===== src/rtl/rv_lfsr_source_if.sv =====
// rv_lfsr_source_if: ready/valid channel between the LFSR traffic source and a downstream sink.
//   m_valid  source -> sink  beat present
//   m_data   source -> sink  beat payload (DataWidth bits)
//   m_ready  sink -> source  sink accepts the beat this cycle
// Modports: master (the source side), slave (the sink side).
interface rv_lfsr_source_if #(
    parameter int unsigned DataWidth = 8
);
    logic                 m_valid;
    logic [DataWidth-1:0] m_data;
    logic                 m_ready;

    modport master (
        output m_valid,
        output m_data,
        input  m_ready
    );

    modport slave (
        input  m_valid,
        input  m_data,
        output m_ready
    );
endinterface


===== src/rtl/rv_lfsr_source.sv =====
// rv_lfsr_source: ready/valid traffic generator. It emits a programmable burst of
// pseudo-random beats and honours backpressure. Idle cycles can be inserted between
// beats at random.
// Ports:
//   clk         clock; all logic runs on the rising edge
//   rst         asynchronous reset, active-low
//   start       starts a burst; sampled only while idle
//   num_beats   burst length; sampled together with start
//   bubble_en   when set, randomly inserts idle cycles between beats
//   m           rv master channel (m_valid/m_data out, m_ready in)
//   busy        high while a burst is in progress
//   done        one-cycle pulse when a burst completes
//   beat_count  number of beats accepted in the current or last burst
module rv_lfsr_source #(
    parameter int unsigned DataWidth  = 8,
    parameter int unsigned CountWidth = 16,
    parameter logic [15:0] DataSeed   = 16'hACE1,
    parameter logic [15:0] BubbleSeed = 16'h1D2B
) (
    input  logic                  clk,
    input  logic                  rst,
    input  logic                  start,
    input  logic [CountWidth-1:0] num_beats,
    input  logic                  bubble_en,
    rv_lfsr_source_if.master      m,
    output logic                  busy,
    output logic                  done,
    output logic [CountWidth-1:0] beat_count
);

    localparam logic [15:0] Taps = 16'hB400;

    // One step of the 16-bit Galois LFSR.
    function automatic logic [15:0] lfsr_step(input logic [15:0] l);
        return (l >> 1) ^ (l[0] ? Taps : 16'h0000);
    endfunction

    typedef enum logic [0:0] {StIdle, StRun} state_e;

    state_e                state_q, state_d;
    logic                  valid_q, valid_d;
    logic [DataWidth-1:0]  data_q, data_d;
    logic [15:0]           data_lfsr_q, data_lfsr_d;
    logic [15:0]           bubble_lfsr_q, bubble_lfsr_d;
    logic [CountWidth-1:0] count_q, count_d;
    logic [CountWidth-1:0] num_q, num_d;
    logic                  done_q, done_d;

    logic                  hs;
    logic [15:0]           data_lfsr_next;
    logic [CountWidth-1:0] count_inc;
    logic                  valid_pick;

    assign hs             = valid_q & m.m_ready;
    assign data_lfsr_next = lfsr_step(data_lfsr_q);
    assign count_inc      = count_q + CountWidth'(1);
    // When a new valid is offered, bubble mode can leave a cycle empty.
    assign valid_pick     = bubble_en ? ~bubble_lfsr_q[0] : 1'b1;

    always_comb begin
        state_d       = state_q;
        valid_d       = valid_q;
        data_d        = data_q;
        data_lfsr_d   = data_lfsr_q;
        bubble_lfsr_d = bubble_lfsr_q;
        count_d       = count_q;
        num_d         = num_q;
        done_d        = 1'b0;

        unique case (state_q)
            StIdle: begin
                if (start) begin
                    count_d = '0;
                    if (num_beats != '0) begin
                        state_d       = StRun;
                        num_d         = num_beats;
                        data_lfsr_d   = DataSeed;
                        bubble_lfsr_d = BubbleSeed;
                        // The first beat is always offered right away.
                        valid_d       = 1'b1;
                        data_d        = DataSeed[DataWidth-1:0];
                    end else begin
                        done_d = 1'b1;
                    end
                end
            end
            StRun: begin
                bubble_lfsr_d = lfsr_step(bubble_lfsr_q);
                if (hs) begin
                    count_d     = count_inc;
                    data_lfsr_d = data_lfsr_next;
                    data_d      = data_lfsr_next[DataWidth-1:0];
                    if (count_inc == num_q) begin
                        valid_d = 1'b0;
                        done_d  = 1'b1;
                        state_d = StIdle;
                    end else begin
                        valid_d = valid_pick;
                    end
                end else if (!valid_q) begin
                    valid_d = valid_pick;
                end
                // A pending valid with no ready holds valid and data unchanged.
            end
            default: state_d = StIdle;
        endcase
    end

    always_ff @(posedge clk or negedge rst) begin
        if (!rst) begin
            state_q       <= StIdle;
            valid_q       <= 1'b0;
            data_q        <= '0;
            data_lfsr_q   <= DataSeed;
            bubble_lfsr_q <= BubbleSeed;
            count_q       <= '0;
            num_q         <= '0;
            done_q        <= 1'b0;
        end else begin
            state_q       <= state_d;
            valid_q       <= valid_d;
            data_q        <= data_d;
            data_lfsr_q   <= data_lfsr_d;
            bubble_lfsr_q <= bubble_lfsr_d;
            count_q       <= count_d;
            num_q         <= num_d;
            done_q        <= done_d;
        end
    end

    assign m.m_valid  = valid_q;
    assign m.m_data   = data_q;
    assign busy       = (state_q == StRun);
    assign done       = done_q;
    assign beat_count = count_q;

endmodule


===== src/flat_wrapper.sv =====
// flat-port wrapper written by rule: the top's interface ports become plain ports
module rv_lfsr_source_flat 
#(
    parameter int unsigned DataWidth  = 8,
    parameter int unsigned CountWidth = 16,
    parameter logic [15:0] DataSeed   = 16'hACE1,
    parameter logic [15:0] BubbleSeed = 16'h1D2B
)
  (clk, rst, start, num_beats, bubble_en, busy, done, beat_count, m_m_valid, m_m_data, m_m_ready);
  rv_lfsr_source_if #(.DataWidth(DataWidth)) m_i ();
  input  logic clk;
  input  logic rst;
  input  logic start;
  input  logic [CountWidth-1:0] num_beats;
  input  logic bubble_en;
  output logic busy;
  output logic done;
  output logic [CountWidth-1:0] beat_count;
  output wire logic [$bits(m_i.m_valid)-1:0] m_m_valid;
  output wire logic [$bits(m_i.m_data)-1:0] m_m_data;
  input wire logic [$bits(m_i.m_ready)-1:0] m_m_ready;
  assign m_m_valid = m_i.m_valid;
  assign m_m_data = m_i.m_data;
  assign m_i.m_ready = m_m_ready;
  rv_lfsr_source #(.DataWidth(DataWidth), .CountWidth(CountWidth), .DataSeed(DataSeed), .BubbleSeed(BubbleSeed)) u_core (.clk(clk), .rst(rst), .start(start), .num_beats(num_beats), .bubble_en(bubble_en), .m(m_i), .busy(busy), .done(done), .beat_count(beat_count));
endmodule

===== config.mk =====
export PLATFORM = sky130hd
export DESIGN_NAME = rv_lfsr_source_flat
export DESIGN_NICKNAME = d
export VERILOG_FILES = /design/src/rtl/rv_lfsr_source_if.sv /design/src/rtl/rv_lfsr_source.sv /design/src/flat_wrapper.sv
export SDC_FILE = /design/constraint.sdc
export NUM_CORES = 1
export LEC_CHECK = 0
export BUFFER_PORTS_ARGS = -buffer_cell sky130_fd_sc_hd__buf_2
export CELL_PAD_IN_SITES_DETAIL_PLACEMENT = 1
export CELL_PAD_IN_SITES_GLOBAL_PLACEMENT = 2
export CORE_MARGIN = 2
export CORE_UTILIZATION = 30
export DETAILED_ROUTE_END_ITERATION = 12
export GPL_TIMING_DRIVEN = 0
export PLACE_DENSITY_LB_ADDON = 0.1
export SYNTH_ARGS = -nofsm -noshare
export SYNTH_HDL_FRONTEND = slang
export SYNTH_SLANG_ARGS = --single-unit

===== constraint.sdc =====
create_clock -name clk -period 2.95 [get_ports clk]
set_input_delay 0.59 -clock clk [delete_from_list [all_inputs] [get_ports clk]]
set_output_delay 0.59 -clock clk [all_outputs]
set_load 0.02 [all_outputs]

# ---- After elaboration in Yosys (flattened, before gate mapping)
# Index checks and enable logic that the tools add are counted.
dict set report word_totals {
  reg_bits 75
  latchBits 0
  ramBits 0
  romBits 0
  inputBits 21
  output_inout_bits 27
  memories 0
}
dict set report op_classes {
  n_addsub 1
  n_mul 0
  div 0
  order_cmp 0
  n_eq_ne 4
  shifts 0
  mux 33
  bitwise_logic 5
  reduce_logical 5
}
# cell n
set op_table {}
lappend op_table {{16-bit 2-to-1 mux} 9}
lappend op_table {{16-bit one-hot mux with 2 select lines} 3}
lappend op_table {{15-bit by 16-bit bitwise XOR with 16-bit output} 2}
lappend op_table {{8-bit 2-to-1 mux} 3}
lappend op_table {{16-bit by 1-bit adder with 16-bit output (second input constant)} 1}
lappend op_table {{16-bit equality test} 1}
lappend op_table {{8-bit one-hot mux with 2 select lines} 1}
lappend op_table {{16-bit nonzero test} 1}
lappend op_table {{1-bit 2-to-1 mux} 14}
lappend op_table {{1-bit one-hot mux with 2 select lines} 3}
lappend op_table {{3-bit AND reduction} 2}
lappend op_table {{2-bit != test (second input constant)} 2}
lappend op_table {{2-bit AND reduction} 2}
lappend op_table {{2-bit by 1-bit != test with 1-bit output (second input constant)} 1}
lappend op_table {{1-bit inverter} 2}
lappend op_table {{1-bit bitwise AND} 1}

# ---- Logic depth before layout (Yosys ltp)
dict set report depth {
  depth_word 5
  mapped_depth 8
  ltp_nobuf 7
}

# ---- Worst setup path before layout
# OpenSTA, ideal clock, no wires.
dict set report synth_path {
  kind {flip-flop to flip-flop}
  startpoint {register u_core.count_q[0] (netlist: u_core.beat_count[0])}
  endpoint {register u_core.valid_q (netlist: u_core.m.m_valid)}
  setup_ps 129
  t_arrival_ps 2319
  slack_ps 502
  path_stages_with_launch 9
  n_path_buf 1
  period_less_slack_ps 2448
  cell_sequence {dfrtp_1 -> ha_1 -> and3_1 -> buf_2 -> xnor2_1 -> nand4_1 -> or4_4 -> nor4b_2 -> o21ai_1}
}
dict set report synth_between {
  elab_chain_len 5
}
# item line
set synth_rtl {}
lappend synth_rtl {{start: declaration} rv_lfsr_source.sv:45} ;# logic [CountWidth-1:0] count_q, count_d;
lappend synth_rtl {{start signal: assignment} rv_lfsr_source.sv:125} ;# count_q <= count_d;
lappend synth_rtl {{16-bit by 1-bit adder with 16-bit output} rv_lfsr_source.sv:56} ;# assign count_inc = count_q + CountWidth'(1);
lappend synth_rtl {{16-bit equality test} rv_lfsr_source.sv:93} ;# if (count_inc == num_q) begin
lappend synth_rtl {{1-bit 2-to-1 mux} rv_lfsr_source.sv:93}
lappend synth_rtl {{1-bit 2-to-1 mux} rv_lfsr_source.sv:89} ;# if (hs) begin
lappend synth_rtl {{1-bit one-hot mux with 2 select lines} rv_lfsr_source.sv:70} ;# unique case (state_q)
lappend synth_rtl {{end signal: assignment} rv_lfsr_source.sv:121} ;# valid_q <= valid_d;
lappend synth_rtl {{end: declaration} rv_lfsr_source.sv:41} ;# logic valid_q, valid_d;
# No other way between the ends.
# A chain may end at the register's enable or synchronous reset.

# ---- Worst setup path after layout
# Ends and elaborated chain as after synthesis.

==> summary.txt <==
VDD IR max: 0.466 mV
Final count of hold timing violations: 0
P_leak: 0.00189 µW
Layout area overhead: 20.4%
CP endpoint kind: flip-flop
Share of layout cells above drive strength 1: 26.8%
Via count: 2862
Fin crit period: 2.75 ns
TritonCTS Buffers: 9
H-tree depth: 3
HP Class: in2async
GPL Wtd Cong: 0.780
Avg Inst Size Synth: 10.0 µm²
Main synth FF type: dfrtp_1
Core Area: 11500 µm²
Finished Layout Cells: 565
Vias in the first global route: 2951
Fin area: 4320 µm²
Placed cell count: 549
Synth warn: 0
Ys async rst share: 100%
# port buffers: 47
Reg clk slew, reported paths: 0.06 ns
Root Buffer: clkbuf_16
Synth Net Count: 380
Syn Std Cell Area: 3580 µm²
Post-DP HPWL: 7.07 mm
Antenna violations before repair: 0
Critical path data arrival time: 2.97 ns
TritonCTS clock tree: done
Clk_lat worst skew: 0.34 ns
Die height: 113 µm
CTS Buffer Depth: 2
Cells after Synth: 358
Post-layout util: 37.5%
Largest net degree at the start of global routing: 52
#FFs+latches synth: 71
# setup viols final: 0
Fin crit share: 93.4%
WL per Instance: 17.1 µm
Drc violations: 0
Initial core utilization: 31.1%
Fin nets: 439
Drt initial violations: 104
Unrepaired setup endpoints after global routing: no
Max-cap violation count: 0
Power Density: 820 nW/µm²
ANT nets after route: 0
Setup CP Type: reg2reg
Placed Area: 4030 µm²
DRT Wirelength: 9.67 mm
Vias per cell: 5.07
Crit Path Max Fanout: 9
Post-synth EDFFs: 0
Chip width: 113 µm
Clock Skew: 0.00794 ns
Final Max Slew Viols: 0
Die footprint: 12800 µm²
Core Rows: 39
Outcome: completed
Grt ovf: 0
Maximum clock frequency: 363 MHz
Total GRT Usage: 16.2%
Post-synth cell types: 51
Worst setup SP type: flip-flop
Ant diodes: 0
Max_slew headroom: 55.1%
Drt pass-1 iters: 4
Top-level port count: 48
First-pass GRT wire length: 15.8 mm
Worst slew pin tran: 0.668 ns
CP required: 3.17 ns
Seq/Total Area, Yosys: 50.1%
CTS sink count: 71
[worst paths after layout]
check	start	to	slack, ns	cells after the start
min in group clk	u_core.bubble_lfsr_q[9]	u_core.bubble_lfsr_q[8]	0.48	2
min	rst	u_core.beat_count[4]	0.14	1
max in group asynchronous	rst	u_core.bubble_lfsr_q[10]	2.20	2
max	u_core.beat_count[0]	u_core.m.m_valid	0.20	8
min reg2reg	u_core.bubble_lfsr_q[9]	u_core.bubble_lfsr_q[8]	0.48	2
max reg2reg	u_core.beat_count[0]	u_core.m.m_valid	0.20	8
[sequential cells by signal, summed over array words and instances, names as in the netlist]
name and flops:
u_core.beat_count 16, u_core.bubble_lfsr_q 16, u_core.busy 1, u_core.data_lfsr_q 16, u_core.done 1, u_core.m.m_data 4
u_core.m.m_valid 1, u_core.num_q 16
[critical path, stage by stage, from the launching register on]
cell and delay [ns]:
dfrtp_1 0.51, ha_2 0.32, and3_1 0.17, buf_2 0.19, xnor2_1 0.16, nand4_1 0.16, or4_4 0.56, nor4b_2 0.43
o21ai_1 0.12
[power breakdown]
part | internal, µW | switching [µW]
clock | 654 | 416
combinational | 423 | 517
sequential | 1340 | 188
[per-layer routing]
layer,GRT usage [%],part of all wire [%]
met5,0,0
met4,4.80,1.5
met3,4.71,2.8
met2,26.7,50
met1,20.7,46
[metrics by stage]
stage | worst slack, ns | power [µW] | TNS, ns | hold slack, ns
after detailed placement | -0.135 | 2500 | -1.14 | 0.470
after global routing | 0.0658 | 3780 | 0 | 0.149
after global placement | -0.0808 | 2470 | -0.630 | 0.466
after CTS | 0.136 | 3600 | 0 | 0.139
after floorplan | 0.502 | 2190 | 0 | 0.294
final | 0.195 | 3540 | 0 | 0.141
[layout make-up]
type | instances | area [µm²]
buffer | 30 | 139
tap | 143 | 179
clock inverter | 4 | 48.8
fill | 1327 | 7200
clock buffer | 12 | 236
multi-input combinational | 250 | 1620
timing repair buffer | 48 | 265
inverter | 7 | 26.3
sequential | 71 | 1800
[what timing repair did]
item,CTS,global route
gates resized for setup,0,1
hold buffers,0,0
endpoints found under the setup margin,0,1
setup buffers,0,0
[cells by family after synthesis]
kind of cell / share of synthesized area [%]
compound gates: 14.9
xor+xnor: 7.33
fa+ha+maj: 0.349
buf+inv: 4.61
flops: 50.1
mux: 5.59
simple gates: 17.1
[synthesized netlist by cell type (all sizes together) (2+ instances only)]
| cell type | n | area [µm²] |
|---|---|---|
| inv | 7 | 26.3 |
| nor4 | 7 | 43.8 |
| nor2 | 14 | 52.6 |
| and3 | 6 | 38.8 |
| o211ai | 2 | 15.0 |
| xor2 | 9 | 78.8 |
| nor2b | 3 | 18.8 |
| dfstp | 16 | 420 |
| o22a | 8 | 70.1 |
| xnor2 | 21 | 184 |
| a22oi | 2 | 15.0 |
| mux2i | 2 | 20.0 |
| o41ai | 2 | 17.5 |
| a22o | 5 | 43.8 |
| dfrtp | 55 | 1380 |
| nand4 | 10 | 77.6 |
| a21oi | 14 | 70.1 |
| and2 | 2 | 12.5 |
| buf | 13 | 75.1 |
| mux2 | 16 | 180 |
| nand2 | 52 | 195 |
| o22ai | 3 | 25.0 |
| and4 | 2 | 18.8 |
| nand2b | 2 | 12.5 |
| o21ai | 33 | 165 |
| clkbuf | 17 | 63.8 |
| nor3 | 4 | 31.3 |
| o31ai | 7 | 52.6 |
| nand3 | 10 | 55.1 |
| o2111ai | 2 | 17.5 |
[layout by cell type (no fill, tap or decap), drive strengths merged, types with 5 or more instances in the layout]
cell type	n
nor2	14
and3	6
inv	7
mux2	16
buf	61
clkbuf	29
o22a	8
xnor2	21
xor2	9
nand2	52
dfrtp	55
nand4	10
a22o	5
o21ai	33
a21oi	14
nand3	10
o31ai	7
dfstp	16
nor4	7
Note: power is estimated with default switching activity, not from simulation.
